==> config.mk <==
export PLATFORM = sky130hd
export DESIGN_NAME = ram_arbiter_flat
export DESIGN_NICKNAME = d
export VERILOG_FILES = /design/src/rtl/ram_arbiter_pkg.sv /design/src/rtl/ram_arbiter_if.sv /design/src/rtl/ram_arbiter_rr_arbiter2.sv /design/src/rtl/ram_arbiter.sv /design/src/flat_wrapper.sv
export SDC_FILE = /design/constraint.sdc
export NUM_CORES = 1
export LEC_CHECK = 0
export CORE_AREA = 2 2 82 84
export DETAILED_ROUTE_END_ITERATION = 12
export DIE_AREA = 0 0 84 86
export HOLD_SLACK_MARGIN = 0.1
export PLACE_DENSITY = 0.93
export RECOVER_POWER = 100
export SLEW_MARGIN = 10
export SYNTH_ARGS = -nofsm -noshare
export SYNTH_HDL_FRONTEND = slang
export SYNTH_SLANG_ARGS = --single-unit
==> constraint.sdc <==
create_clock -name clk -period 3.1 [get_ports clk]
set_clock_uncertainty 0.1 [all_clocks]
set_input_delay 0.775 -clock clk [delete_from_list [all_inputs] [get_ports clk]]
set_output_delay 0.775 -clock clk [all_outputs]
set_load 0.02 [all_outputs]
==> src/rtl/ram_arbiter_pkg.sv <==
// ram_arb_pkg: shared types and constants for the two-requester RAM arbiter.
//   state_e      : sequencer states IDLE -> ACCESS -> RESP
//   req_id_t     : requester id (0 = fetch side, 1 = load/store side)
//   ADDR_W_DEF / DATA_W_DEF : default RAM geometry (64 x 16)
//   REGBANK_BASE : first address of the register bank A/B/C/D (60..63)
package ram_arb_pkg;

  localparam int ADDR_W_DEF = 6;
  localparam int DATA_W_DEF = 16;

  localparam logic [5:0] REGBANK_BASE = 6'd60;

  typedef enum logic [1:0] {
    IDLE   = 2'd0,
    ACCESS = 2'd1,
    RESP   = 2'd2
  } state_e;

  typedef logic req_id_t;

endpackage

==> src/rtl/ram_arbiter_if.sv <==
// ram_arbiter_if: bundle of both requester handshakes and the RAM bus.
//   slave  modport : the arbiter's view (requests and ram_data_out in,
//                    readies, responses and RAM controls out)
//   master modport : the view of the requesters and the RAM instance
interface ram_arbiter_if
  import ram_arb_pkg::*;
#(
  parameter int ADDR_W = ADDR_W_DEF,
  parameter int DATA_W = DATA_W_DEF
) ();

  logic              req0_valid;
  logic              req0_we;
  logic [ADDR_W-1:0] req0_addr;
  logic [DATA_W-1:0] req0_wdata;
  logic              req0_ready;
  logic              rsp0_valid;
  logic [DATA_W-1:0] rsp0_rdata;

  logic              req1_valid;
  logic              req1_we;
  logic [ADDR_W-1:0] req1_addr;
  logic [DATA_W-1:0] req1_wdata;
  logic              req1_ready;
  logic              rsp1_valid;
  logic [DATA_W-1:0] rsp1_rdata;
  logic              rsp1_err;

  logic              ram_write;
  logic              ram_read;
  logic [ADDR_W-1:0] ram_addr;
  logic [DATA_W-1:0] ram_data_in;
  logic [DATA_W-1:0] ram_data_out;

  modport slave (
    input  req0_valid, req0_we, req0_addr, req0_wdata,
    output req0_ready, rsp0_valid, rsp0_rdata,
    input  req1_valid, req1_we, req1_addr, req1_wdata,
    output req1_ready, rsp1_valid, rsp1_rdata, rsp1_err,
    output ram_write, ram_read, ram_addr, ram_data_in,
    input  ram_data_out
  );

  modport master (
    output req0_valid, req0_we, req0_addr, req0_wdata,
    input  req0_ready, rsp0_valid, rsp0_rdata,
    output req1_valid, req1_we, req1_addr, req1_wdata,
    input  req1_ready, rsp1_valid, rsp1_rdata, rsp1_err,
    input  ram_write, ram_read, ram_addr, ram_data_in,
    output ram_data_out
  );

endinterface

==> src/rtl/ram_arbiter_rr_arbiter2.sv <==
// rr_arbiter2: combinational two-way round-robin grant.
//   valid0_i, valid1_i : request lines
//   last_grant_i       : id of the previously granted requester
//   grant_o[1:0]       : one-hot grant (all-zero when nobody is valid)
module rr_arbiter2
  import ram_arb_pkg::*;
(
  input  logic       valid0_i,
  input  logic       valid1_i,
  input  req_id_t    last_grant_i,
  output logic [1:0] grant_o
);

  // Under contention the requester that did not win last time goes first.
  assign grant_o[0] = valid0_i & (~valid1_i | (last_grant_i == 1'b1));
  assign grant_o[1] = valid1_i & (~valid0_i | (last_grant_i == 1'b0));

endmodule

==> src/rtl/ram_arbiter.sv <==
// ram_arbiter: serialises fetch (0) and load/store (1) requests onto the
// 64x16 single-port data RAM. Each transaction takes three cycles:
// IDLE (handshake) -> ACCESS (RAM strobe) -> RESP (one-cycle response).
//   clk   : system clock, rising edge
//   rst_n : asynchronous active-low reset
//   bus   : ram_arbiter_if.slave carrying both requester handshakes
//           (reqN_valid/we/addr/wdata/ready, rspN_valid/rdata, rsp1_err)
//           and the RAM bus (ram_write/read/addr/data_in, ram_data_out)
// Optional build macro RAM_ARB_REGBANK_PROTECT_EN: requester-1 writes to the
// register bank (addresses 60..63) are dropped and answered with rsp1_err=1.
// Without it every write proceeds and rsp1_err is constant 0.
module ram_arbiter
  import ram_arb_pkg::*;
#(
  parameter int ADDR_W = ADDR_W_DEF,
  parameter int DATA_W = DATA_W_DEF
) (
  input  logic          clk,
  input  logic          rst_n,
  ram_arbiter_if.slave  bus
);

  localparam logic [ADDR_W-1:0] RB_BASE = ADDR_W'(REGBANK_BASE);

  state_e            state_q;
  req_id_t           last_grant_q;
  req_id_t           txn_id_q;
  logic              txn_we_q;

  logic              ram_write_q;
  logic              ram_read_q;
  logic [ADDR_W-1:0] ram_addr_q;
  logic [DATA_W-1:0] ram_data_in_q;

  logic              rsp0_valid_q;
  logic              rsp1_valid_q;
  logic [DATA_W-1:0] rsp0_rdata_q;
  logic [DATA_W-1:0] rsp1_rdata_q;

  logic [1:0]        grant;
  req_id_t           sel_id_d;
  logic              sel_we_d;
  logic [ADDR_W-1:0] sel_addr_d;
  logic [DATA_W-1:0] sel_wdata_d;
  logic              wr_allow_d;
  logic [DATA_W-1:0] rdata_d;

`ifdef RAM_ARB_REGBANK_PROTECT_EN
  logic              txn_rej_q;
  logic              rsp1_err_q;
`endif

  rr_arbiter2 u_rr (
    .valid0_i     (bus.req0_valid),
    .valid1_i     (bus.req1_valid),
    .last_grant_i (last_grant_q),
    .grant_o      (grant)
  );

  // Ready is combinational so a requester sees acceptance in the same cycle;
  // gated by rst_n so it stays low while reset is held.
  assign bus.req0_ready = rst_n & (state_q == IDLE) & grant[0];
  assign bus.req1_ready = rst_n & (state_q == IDLE) & grant[1];

  // Request fields of the current winner.
  always_comb begin
    sel_id_d    = 1'b0;
    sel_we_d    = bus.req0_we;
    sel_addr_d  = bus.req0_addr;
    sel_wdata_d = bus.req0_wdata;
    if (grant[1]) begin
      sel_id_d    = 1'b1;
      sel_we_d    = bus.req1_we;
      sel_addr_d  = bus.req1_addr;
      sel_wdata_d = bus.req1_wdata;
    end
  end

`ifdef RAM_ARB_REGBANK_PROTECT_EN
  assign wr_allow_d = ~((sel_id_d == 1'b1) && (sel_addr_d >= RB_BASE));
`else
  assign wr_allow_d = 1'b1;
`endif

  // Writes answer with zero data; reads pass the async RAM output through.
  assign rdata_d = txn_we_q ? '0 : bus.ram_data_out;

  always_ff @(posedge clk or negedge rst_n) begin
    if (!rst_n) begin
      state_q       <= IDLE;
      last_grant_q  <= 1'b1;
      txn_id_q      <= 1'b0;
      txn_we_q      <= 1'b0;
      ram_write_q   <= 1'b0;
      ram_read_q    <= 1'b0;
      ram_addr_q    <= '0;
      ram_data_in_q <= '0;
      rsp0_valid_q  <= 1'b0;
      rsp1_valid_q  <= 1'b0;
      rsp0_rdata_q  <= '0;
      rsp1_rdata_q  <= '0;
`ifdef RAM_ARB_REGBANK_PROTECT_EN
      txn_rej_q     <= 1'b0;
      rsp1_err_q    <= 1'b0;
`endif
    end else begin
      case (state_q)
        IDLE: begin
          if (|grant) begin
            txn_id_q      <= sel_id_d;
            txn_we_q      <= sel_we_d;
            last_grant_q  <= sel_id_d;
            ram_addr_q    <= sel_addr_d;
            ram_data_in_q <= sel_wdata_d;
            // Strobes are registered so they are high for exactly ACCESS.
            ram_write_q   <= sel_we_d & wr_allow_d;
            ram_read_q    <= ~sel_we_d;
`ifdef RAM_ARB_REGBANK_PROTECT_EN
            txn_rej_q     <= sel_we_d & ~wr_allow_d;
`endif
            state_q       <= ACCESS;
          end
        end
        ACCESS: begin
          ram_write_q <= 1'b0;
          ram_read_q  <= 1'b0;
          if (txn_id_q == 1'b0) begin
            rsp0_valid_q <= 1'b1;
            rsp0_rdata_q <= rdata_d;
          end else begin
            rsp1_valid_q <= 1'b1;
            rsp1_rdata_q <= rdata_d;
`ifdef RAM_ARB_REGBANK_PROTECT_EN
            rsp1_err_q   <= txn_rej_q;
`endif
          end
          state_q <= RESP;
        end
        RESP: begin
          rsp0_valid_q <= 1'b0;
          rsp1_valid_q <= 1'b0;
`ifdef RAM_ARB_REGBANK_PROTECT_EN
          rsp1_err_q   <= 1'b0;
`endif
          state_q      <= IDLE;
        end
        default: state_q <= IDLE;
      endcase
    end
  end

  assign bus.ram_write   = ram_write_q;
  assign bus.ram_read    = ram_read_q;
  assign bus.ram_addr    = ram_addr_q;
  assign bus.ram_data_in = ram_data_in_q;
  assign bus.rsp0_valid  = rsp0_valid_q;
  assign bus.rsp0_rdata  = rsp0_rdata_q;
  assign bus.rsp1_valid  = rsp1_valid_q;
  assign bus.rsp1_rdata  = rsp1_rdata_q;
`ifdef RAM_ARB_REGBANK_PROTECT_EN
  assign bus.rsp1_err    = rsp1_err_q;
`else
  assign bus.rsp1_err    = 1'b0;
`endif

endmodule

==> src/flat_wrapper.sv <==
// flat-port wrapper written by rule: the top's interface ports become plain ports
module ram_arbiter_flat import ram_arb_pkg::*;
#(
  parameter int ADDR_W = ADDR_W_DEF,
  parameter int DATA_W = DATA_W_DEF
)
  (clk, rst_n, bus_req0_valid, bus_req0_we, bus_req0_addr, bus_req0_wdata, bus_req0_ready, bus_rsp0_valid, bus_rsp0_rdata, bus_req1_valid, bus_req1_we, bus_req1_addr, bus_req1_wdata, bus_req1_ready, bus_rsp1_valid, bus_rsp1_rdata, bus_rsp1_err, bus_ram_write, bus_ram_read, bus_ram_addr, bus_ram_data_in, bus_ram_data_out);
  ram_arbiter_if #(.ADDR_W(ADDR_W), .DATA_W(DATA_W)) bus_i ();
  input  logic clk;
  input  logic rst_n;
  input wire logic [$bits(bus_i.req0_valid)-1:0] bus_req0_valid;
  input wire logic [$bits(bus_i.req0_we)-1:0] bus_req0_we;
  input wire logic [$bits(bus_i.req0_addr)-1:0] bus_req0_addr;
  input wire logic [$bits(bus_i.req0_wdata)-1:0] bus_req0_wdata;
  output wire logic [$bits(bus_i.req0_ready)-1:0] bus_req0_ready;
  output wire logic [$bits(bus_i.rsp0_valid)-1:0] bus_rsp0_valid;
  output wire logic [$bits(bus_i.rsp0_rdata)-1:0] bus_rsp0_rdata;
  input wire logic [$bits(bus_i.req1_valid)-1:0] bus_req1_valid;
  input wire logic [$bits(bus_i.req1_we)-1:0] bus_req1_we;
  input wire logic [$bits(bus_i.req1_addr)-1:0] bus_req1_addr;
  input wire logic [$bits(bus_i.req1_wdata)-1:0] bus_req1_wdata;
  output wire logic [$bits(bus_i.req1_ready)-1:0] bus_req1_ready;
  output wire logic [$bits(bus_i.rsp1_valid)-1:0] bus_rsp1_valid;
  output wire logic [$bits(bus_i.rsp1_rdata)-1:0] bus_rsp1_rdata;
  output wire logic [$bits(bus_i.rsp1_err)-1:0] bus_rsp1_err;
  output wire logic [$bits(bus_i.ram_write)-1:0] bus_ram_write;
  output wire logic [$bits(bus_i.ram_read)-1:0] bus_ram_read;
  output wire logic [$bits(bus_i.ram_addr)-1:0] bus_ram_addr;
  output wire logic [$bits(bus_i.ram_data_in)-1:0] bus_ram_data_in;
  input wire logic [$bits(bus_i.ram_data_out)-1:0] bus_ram_data_out;
  assign bus_i.req0_valid = bus_req0_valid;
  assign bus_i.req0_we = bus_req0_we;
  assign bus_i.req0_addr = bus_req0_addr;
  assign bus_i.req0_wdata = bus_req0_wdata;
  assign bus_req0_ready = bus_i.req0_ready;
  assign bus_rsp0_valid = bus_i.rsp0_valid;
  assign bus_rsp0_rdata = bus_i.rsp0_rdata;
  assign bus_i.req1_valid = bus_req1_valid;
  assign bus_i.req1_we = bus_req1_we;
  assign bus_i.req1_addr = bus_req1_addr;
  assign bus_i.req1_wdata = bus_req1_wdata;
  assign bus_req1_ready = bus_i.req1_ready;
  assign bus_rsp1_valid = bus_i.rsp1_valid;
  assign bus_rsp1_rdata = bus_i.rsp1_rdata;
  assign bus_rsp1_err = bus_i.rsp1_err;
  assign bus_ram_write = bus_i.ram_write;
  assign bus_ram_read = bus_i.ram_read;
  assign bus_ram_addr = bus_i.ram_addr;
  assign bus_ram_data_in = bus_i.ram_data_in;
  assign bus_i.ram_data_out = bus_ram_data_out;
  ram_arbiter #(.ADDR_W(ADDR_W), .DATA_W(DATA_W)) u_core (.clk(clk), .rst_n(rst_n), .bus(bus_i));
endmodule
==> summary.txt, run 1 <==
Worst setup path
  – CP max stage cell: dlygate4sd3_1
  – Kind of critical path: in -> out
  – Startpoint types: input port
  – CP Max Fanout: 2
  – Critical Path Max Stage Delay: 560 ps
  – Crit-path cells: dlygate4sd3_1 > a21boi_4 > and3_1 > dlygate4sd2_1
  – CP bufs+invs: 2
  – Delay-heaviest family, CP: buffers and inverters
  – Crit path DAT: 2030 ps
  – Critical Path RT: 2220 ps
  – Crit end category: output pin

Routing
  – Via count: 2272
  – TritonRoute pass-1 iters: 4
  – DR DRC count: 0
  – Via-to-Cell Ratio: 4.95
  – Drt total wl: 6.42 mm
  – DR WL/cell: 14.0 um
  – Initial DRC count: 74
  – Post-route ant nets: 0

Synth
  – Seq/Total Area, Yosys: 58.6%
  – Synthesized flop and latch total: 63
  – Post-synth ARST share: 100%
  – Syn nets: 318
  – Post-synth EDFFs: 0
  – Yosys warns: 0
  – Top cells by count, synth: dfrtp_1 (62), nand2_1 (55), o21ai_0 (34), mux2i_1 (23), o21ai_1 (18)
  – Synth cell types: 30
  – Yosys top cell area share: 57.6%
  – Most frequent cell after synthesis: dfrtp_1
  – Yosys top cell by area: dfrtp_1
  – Post-Synthesis Cells: 252
  – Main flop type after synthesis: dfrtp_1
  – Synth area leaders: dfrtp_1 (58%), mux2i_1 (8.6%), nand2_1 (7.7%)
  – Syn Area/Cell: 10.7 um^2
  – Post-synthesis cell area: 2690 um^2

CTS
  – Clk buf depth: 2
  – Hold Buf Count CTS: 0
  – CTS tree: done
  – Clk sinks: 63
  – Post CTS Setup Buffer Count: 0
  – CTS Root Cell: clkbuf_8
  – CTS Buf Count: 9
  – Clock transition at path regs: 70 ps
  – Htree depth: 3
  – Clock Latency Late Sink: 330 ps

Layout
  – # fillers: 496
  – Diodes inserted: 0
  – Share of post-route cells with drive strength above 1: 7.07%
  – P&R area growth vs syn: 53.0%
  – Cell area after layout: 4120 um^2
  – NumNets Final: 444

Power and ir drop
  – P_leak: 1.88 nW
  – Peak supply drop: 0.000611 V
  – PD cells: 998 nW/um^2

STA
  – Final hold viol count: 0
  – Final worst path period share: 93.7%
  – Relative slew margins: 9.85%
  – TNS Setup: 0 ps
  – Max Fclk: 344 MHz
  – Final setup vio count: 0
  – Measured slew at the worst slew-check pin: 1350 ps
  – Tmin final: 2900 ps
  – Max-slew violation count: 0
  – RSZ-0062 raised after global routing: false

Placed design
  – Area after DPL: 3970 um^2
  – Gpl congestion: 0.811
  – DP Wirelength: 4.86 mm
  – Port Buffer Count: 125

Die
  – Die height: 86 um
  – Core Area: 6280 um^2
  – Rows: 29
  – Die area: 7220 um^2
  – Io pins: 127
  – Initial Utilization: 42.9%
  – Die width: 84 um

GRT
  – Antenna violations before repair: 0
  – First-pass GRT wire length: 10.7 mm
  – Number of global-route vias before repair: 2341
  – Total track usage: 18.9%
  – Largest net degree at the start of global routing: 57
  – GRT overflow: 0

Outcome
  – Run status: finished, final reports clean

Min path
  – Worst min path class: in -> async

Run
  – Max-cap violations: 0
[cells by family (layout without fill, tap and decap cells)]
group | Yosys count | count (layout) | share of synthesized area, %
flip-flops | 63 | 63 | 58.6
multiplexers | 23 | 23 | 8.55
other | 1 | 1 | 0.139
AND/OR/NAND/NOR | 79 | 79 | 13.6
buffers and inverters | 20 | 150 | 5.16
AO/OA/AOI/OAI | 66 | 66 | 13.9
[per-layer routing]
| metal | global-route usage [%] | vias up | part of all wire, % |
|---|---|---|---|
| met3 | 7.31 | 8 | 8.2 |
| met2 | 32.6 | 107 | 49 |
| met5 | 0 | - | 0 |
| met1 | 21.9 | 1058 | 41 |
| li1 | - | 1099 | - |
| met4 | 6.01 | 0 | 1.2 |
[final timing paths]
check / end / depth (start not counted) / start / slack, ps
setup / recovery: bus_req1_ready / 4 / bus_req1_valid / 200
hold / removal: u_core.bus.ram_addr[4] / 1 / rst_n / 310
setup reg to reg: u_core.bus.rsp0_rdata[6] / 4 / u_core.state_q[1] / 1120
hold reg to reg: u_core.bus.rsp0_rdata[14] / 2 / u_core.bus.rsp0_rdata[14] / 370
max in group asynchronous: u_core.bus.rsp1_rdata[5] / 2 / rst_n / 890
min in group clk: u_core.bus.rsp0_rdata[14] / 2 / u_core.bus.rsp0_rdata[14] / 370
[what timing repair did]
item / CTS / global route
cloned: 0 / 0
gates resized for setup: 1 / 1
endpoints found under the hold margin: 0 / 0
endpoints found under the setup margin: 1 / 1
[where the power goes]
group          switching (mW)  internal (mW)
Sequential              0.249           1.23
Clock                   0.308          0.363
Combinational            1.12          0.845
Total                    1.67           2.44
[metrics by stage]
| step | util, % | hold WS [ps] | total power [mW] | worst slack [ps] | instances |
|---|---|---|---|---|---|
| 2_1_floorplan | - | 379 | 2.67 | 754 | 252 |
| 3_3_place_gp | 63.3 | 362 | 3.61 | -6.71 | 444 |
| 3_5_place_dp | 63.3 | 372 | 3.69 | -31.0 | 444 |
| 4_1_cts | 66.2 | 193 | 4.37 | 4.88 | 459 |
| 5_1_grt | 65.6 | 347 | 4.40 | 134 | 459 |
| 6_report | 65.6 | 312 | 4.11 | 197 | 459 |
[cell type report]
class                   count  area, um^2  area share [%]
multi-input cells         169         971            23.6
repair buffers            131        1270            30.9
well taps                  77        96.3            2.34
clock inverters             6        62.6            1.52
inverters                   4        15.0           0.364
flip-flops and latches     63        1580            38.3
clock buffers               9         124            3.01
[worst reg2reg max path, stage by stage, from the launching register on]
cell      delay [ps]
dfrtp_1          450
nor2b_1          290
nand2b_1         590
nand2_1          250
o21ai_0          120
[state kept, by name, indices dropped and copies added (netlist names)]
register,flops
u_core.bus.ram_data_in,16
u_core.bus.rsp0_rdata,16
u_core.bus.rsp1_rdata,16
u_core.bus.ram_addr,6
u_core.state_q,2
u_core.bus.ram_read,1
u_core.bus.ram_write,1
u_core.bus.rsp0_valid,1
u_core.bus.rsp1_valid,1
u_core.last_grant_q,1
u_core.txn_id_q,1
u_core.txn_we_q,1
[cells in the final DEF (no fill, tap or decap), types with 2 or more instances in the layout]
master	Yosys	routed
dfrtp_1	62	62
inv_1	3	3
clkinv_2	0	2
a21oi_1	3	3
clkbuf_8	0	9
clkinvlp_4	0	3
dlygate4sd3_1	0	59
mux2i_1	23	23
o21ai_1	18	3
nand2b_1	16	17
o21ai_0	34	51
nor2_1	2	2
clkdlybuf4s50_1	0	63
buf_4	5	3
nand2_1	55	56
o2bb2ai_1	2	2
clkbuf_2	0	2
clkbuf_1	4	3
(Power assumes the default switching activity.)
==> inputs of run 2 (changes only) <==
--- a/config.mk
+++ b/config.mk
@@ -6,6 +6,7 @@
 export NUM_CORES = 1
 export LEC_CHECK = 0
 export CORE_AREA = 2 2 82 84
+export CTS_CLUSTER_SIZE = 24
 export DETAILED_ROUTE_END_ITERATION = 12
 export DIE_AREA = 0 0 84 86
 export HOLD_SLACK_MARGIN = 0.1
==> results of run 2 <==
Same layout as run 1: the final DEF is identical, and so are final timing and power.
==> RTL change 1, RTL diff (settings of run 1) <==
Set the package constant `ADDR_W_DEF` to 5 (it was 6).
--- a/src/rtl/ram_arbiter_pkg.sv
+++ b/src/rtl/ram_arbiter_pkg.sv
@@ -7,3 +7,3 @@
 
-  localparam int ADDR_W_DEF = 6;
+  localparam int ADDR_W_DEF = 5;
   localparam int DATA_W_DEF = 16;
Interface: changed (resized bus_ram_addr, bus_req0_addr and bus_req1_addr); port bits go from 127 to 124. No check against the original RTL was run, so the function may have changed too.
==> RTL change 1 against run 1 <==
The run now ends with max-capacitance violations, max-slew violations left. Combinational power is essentially flat. Cell area shrank 1.4%. Die area unchanged. First-iteration DRC count decreased by 34%. Worst setup slack improved by 0.16 ns. Sequential cell count is 1 lower. Wire length fell by 3.2%. Total power fell by 1.9%. Critical path depth did not move. Synthesized area grew 0.56%. Highest routed layer unchanged.
==> RTL change 1: results (changes against run 1) <==
cells_and_area:
  drive_gt1_share_pct: 12.81  # was 7.068%
drt:
  drc: 0  # unchanged
  vias: 2115  # was 2,272
  drt_iter0_drc: 49  # was 74
  viasPerCell: 4.851  # was 4.950
  wire_per_inst_um: 14.25  # was 13.99 um
sta:
  drv_slew: 62  # was 0
  slew_headroom_pct: -0.2468  # was 9.850%
critical_path:
  critPathMaxFanout: 3  # was 2
  regToRegStartpoint: "u_core.last_grant_q"  # was u_core.state_q[1]
  reg2regPathDepth: 4  # unchanged
  r2r_end: "u_core.bus.ram_data_in[14]"  # was u_core.bus.rsp0_rdata[6]
  crit_path_start: "bus_req1_valid"  # unchanged
  cp.arrival_ns: 1.87  # was 2.03 ns
global_route:
  grt_antenna_before_repair: 0  # unchanged
  grt_pass1_wl_um: 10650  # was 10,700 um
  grt_max_degree: 63  # was 57
  grt_pass1_vias: 2250  # was 2,341
  grt_usage_pct: 18.48  # was 18.93%
power_and_ir_drop:
  peakVddDrop_uv: 583.4  # was 610.7 uV
  p_leak_uw: 0.001837  # was 0.001882 uW
synth:
  ys_types: 27  # was 30
  synthTopCellsByArea: "dfrtp_1, mux2_2, mux2_4"  # was dfrtp_1, mux2i_1, nand2_1
  synth_common_cells: "dfrtp_1, nand2_1, o21ai_0, mux2_2, mux2_4"  # was dfrtp_1, nand2_1, o21ai_0, mux2i_1, o21ai_1
  seq_area_frac_synth_pct: 57.35  # was 58.60%
  postSynthAreaPerCell_um2: 11.72  # was 10.68 um2
placement:
  io_buffer_count: 122  # was 125
  gp_congestion: 0.7673  # was 0.8107
  dp.cells: 420  # was 444
job:
  maxCapViolCount: 1  # was 0
worst_hold_path:
  hold_end: "u_core.bus.rsp1_rdata[15]"
  hold_depth: 2
  hp-class: "reg2reg"  # was in2async
outcome:
  status: "complete, but fails checks"  # was finished, final reports clean
  failed_checks: "max-capacitance violations, max-slew violations"
clock_tree:
  cts_resized: 0  # was 1
## RTL change 1: cell count changes after synthesis, moves of 5 or more
| cell | run 1 | this run |
|---|---|---|
| mux2_2 | 0 | 26 |
| nand2_1 | 55 | 50 |
| nand2b_1 | 16 | 1 |
| mux2i_1 | 23 | 3 |
| mux2_4 | 0 | 17 |
| o21ai_1 | 18 | 0 |
## RTL change 1: area by class of cell
cell class                 instances  area (um2)
fill                             496        2215
multi-input combinational        149       983.4
clock buffer                      13       168.9
timing repair buffer             126        1221
clock inverter                     3       17.52
sequential                        62        1553
inverter                           6       22.52
tap                               77       96.34
## RTL change 1: kinds of logic after synthesis
kind of cell	count (synthesis)	synth area share, %
other	1	0.1385
DFF	62	57.35
AOI/OAI and AO/OA	42	8.226
buffers and inverters	20	3.974
and+or+nand+nor	60	8.965
muxes	46	21.35
## RTL change 1: routing by layer
layer | vias up | global-route usage [%] | part of all wire, %
li1 | 1022 | - | -
met1 | 993 | 21.74 | 40
met2 | 90 | 32.58 | 50
met3 | 10 | 5.679 | 8.2
met4 | 0 | 5.718 | 1.4
met5 | - | 0 | 0
## RTL change 1: worst max-delay path: stages
cell	delay, ns
dlygate4sd3_1	0.56
a21bo_1	0.22
nor2_1	0.09
clkbuf_1	0.23
## RTL change 1: through the flow
step	hold slack [ns]	area (um2)	setup WS (ns)	utilization (%)
final	0.3725	4063	0.3524	64.72
after global placement	0.3608	3965	0.06278	63.17
after CTS	0.3848	4151	0.04115	66.14
after detailed placement	0.3694	3965	0.05415	63.17
after floorplan	0.3794	2708	0.7057	-
after global routing	0.4151	4063	0.3042	64.72
## RTL change 1: where the power goes
| group | switching, uW | internal, uW |
|---|---|---|
| clock | 290 | 353 |
| sequential | 215 | 1220 |
| combinational | 1070 | 893 |
==> RTL change 2, RTL diff (flow settings as in run 1) <==
Without the edit above. Make the reset (`rst_n`) synchronous in one clocked block. Comments in the files are not updated.
--- a/src/rtl/ram_arbiter.sv
+++ b/src/rtl/ram_arbiter.sv
@@ -87,3 +87,3 @@
 
-  always_ff @(posedge clk or negedge rst_n) begin
+  always_ff @(posedge clk) begin
     if (!rst_n) begin
Formal check against the unedited RTL: differs if rst_n is asserted again (counterexample within 4 cycles, from zero or initial values and one cycle with rst_n low); with rst_n held inactive, the same outputs for 10 cycles.
==> RTL change 2 against run 1 <==
The flow now finishes with violations (max-capacitance violations, max-slew violations). Synthesized area grew 0.42%. Worst setup slack worse by 0.13 ns. Largest cell class is now non-clock buffers. Non-clock buffer count stayed put. First-iteration DRC count rose by 18%. Sequential cell count stayed put. Hold slack gained 0.052 ns. Sequential share of layout area fell by 7.2 points. Cell area decreased by 1.7%. Wire length grew 15%. Critical endpoint is now bus_req0_ready.
Power is not compared: it rests on default switching activity, and its combinational part moved more than twofold at a synthesized area within 25%.
==> RTL change 2: results (changes against run 1) <==
clock_tree:
  h-tree-depth: 3  # unchanged
  cts_resized: 1  # unchanged
  cts_setup_buffers: 0  # unchanged
synth:
  synth_common_cells: "nand2_1, dfxtp_1, o21ai_0, a31oi_1"  # was dfrtp_1, nand2_1, o21ai_0, mux2i_1, o21ai_1
  ys_types: 31  # was 30
  postSynthAreaPerCell_um2: 8.371  # was 10.68 um2
  synth_fp_nets: 389  # was 318
  ys_async_sr_fraction_pct: 0  # was 100.0%
  synthTopCellsByArea: "dfxtp_1, nand2_1, a31oi_1"  # was dfrtp_1, mux2i_1, nand2_1
  seq_area_frac_synth_pct: 46.65  # was 58.60%
global_route:
  grt_antenna_before_repair: 0  # unchanged
  met1_usage_pct: 24.38  # was 21.94%
  grt_pass1_vias: 2694  # was 2,341
  grt_use_met3_pct: 9.625  # was 7.315%
  grtUsageMet2_pct: 37.02  # was 32.58%
  grt_max_degree: 49  # was 57
  grt_pass1_wl_um: 12490  # was 10,700 um
  grt_usage_pct: 21.62  # was 18.93%
drt:
  wire_per_inst_um: 14.12  # was 13.99 um
  wl_met2_um: 3427  # was 3158 um
  wirelength_met1_um: 3074  # was 2653 um
  drt_iter0_drc: 87  # was 74
  viasPerCell: 5.094  # was 4.950
  drt_wl_total_um: 7383  # was 6421 um
  wl_met3_um: 794  # was 529 um
placement:
  gp_congestion: 0.7718  # was 0.8107
  pre_cts_slack_ns: -0.01007  # was -0.03098 ns
  dp.cells: 507  # was 444
  dp_hpwl_um: 5292  # was 4856 um
  place_area_um2: 3949  # was 3971 um2
critical_path:
  crit_slowest_cell: "clkdlybuf4s50_1"  # was dlygate4sd3_1
  crit_end: "bus_req0_ready"  # was bus_req1_ready
  regToRegStartpoint: "u_core.state_q[1]"  # unchanged
  reg2regPathDepth: 5  # was 4
  critPathMaxFanout: 5  # was 2
  rrSetupSlack_ns: 1.03  # was 1.12 ns
  r2r_end: "u_core.bus.ram_write"  # was u_core.bus.rsp0_rdata[6]
  cp.arrival_ns: 2.16  # was 2.03 ns
  crit_path_max_incr_delay_ns: 0.53  # was 0.56 ns
sta:
  fin_ws_ns: 0.06652  # was 0.1968 ns
  slew_headroom_pct: -4.618  # was 9.850%
  drv_slew: 48  # was 0
  whs_ns: 0.3633  # was 0.3118 ns
cells_and_area:
  drive_gt1_share_pct: 7.623  # was 7.068%
  num-fill-cells: 537  # was 496
  antenna_cells: 0  # unchanged
job:
  maxCapViolCount: 1  # was 0
worst_hold_path:
  hp-class: "reg2reg"  # was in2async
outcome:
  status: "complete, but fails checks"  # was finished, final reports clean
  failed_checks: "max-capacitance violations, max-slew violations"
power_and_ir_drop:
  pwr-share-seq_pct: 46.1
  peakVddDrop_uv: 295.9
  power.switching_uw: 562.9
RTL change 2: cell count changes after synthesis, moves of 17 or more:
cell,delta
dfxtp_1,+63
dfrtp_1,-62
nand2_1,+49
mux2i_1,-23
a31oi_1,+21
o21ai_1,-18
a21boi_1,+17
nor2b_1,+17
RTL change 2: layout make-up:
class	count	area, um2	area share, %
repair buffers	131	1279	31.57
flip-flops and latches	63	1261	31.14
multi-input cells	235	1235	30.49
clock buffers	12	155.1	3.831
well taps	77	96.34	2.379
clock inverters	4	20.02	0.4943
inverters	1	3.754	0.09268
RTL change 2: logic make-up (layout without fill, tap and decap cells):
family / after synthesis / after routing / share of synthesized area, %
buffers and inverters: 25 / 148 / 5.877
DFF: 63 / 63 / 46.65
AOI/OAI and AO/OA: 88 / 88 / 23.14
other: 1 / 1 / 0.1387
and+or+nand+nor: 146 / 146 / 24.20
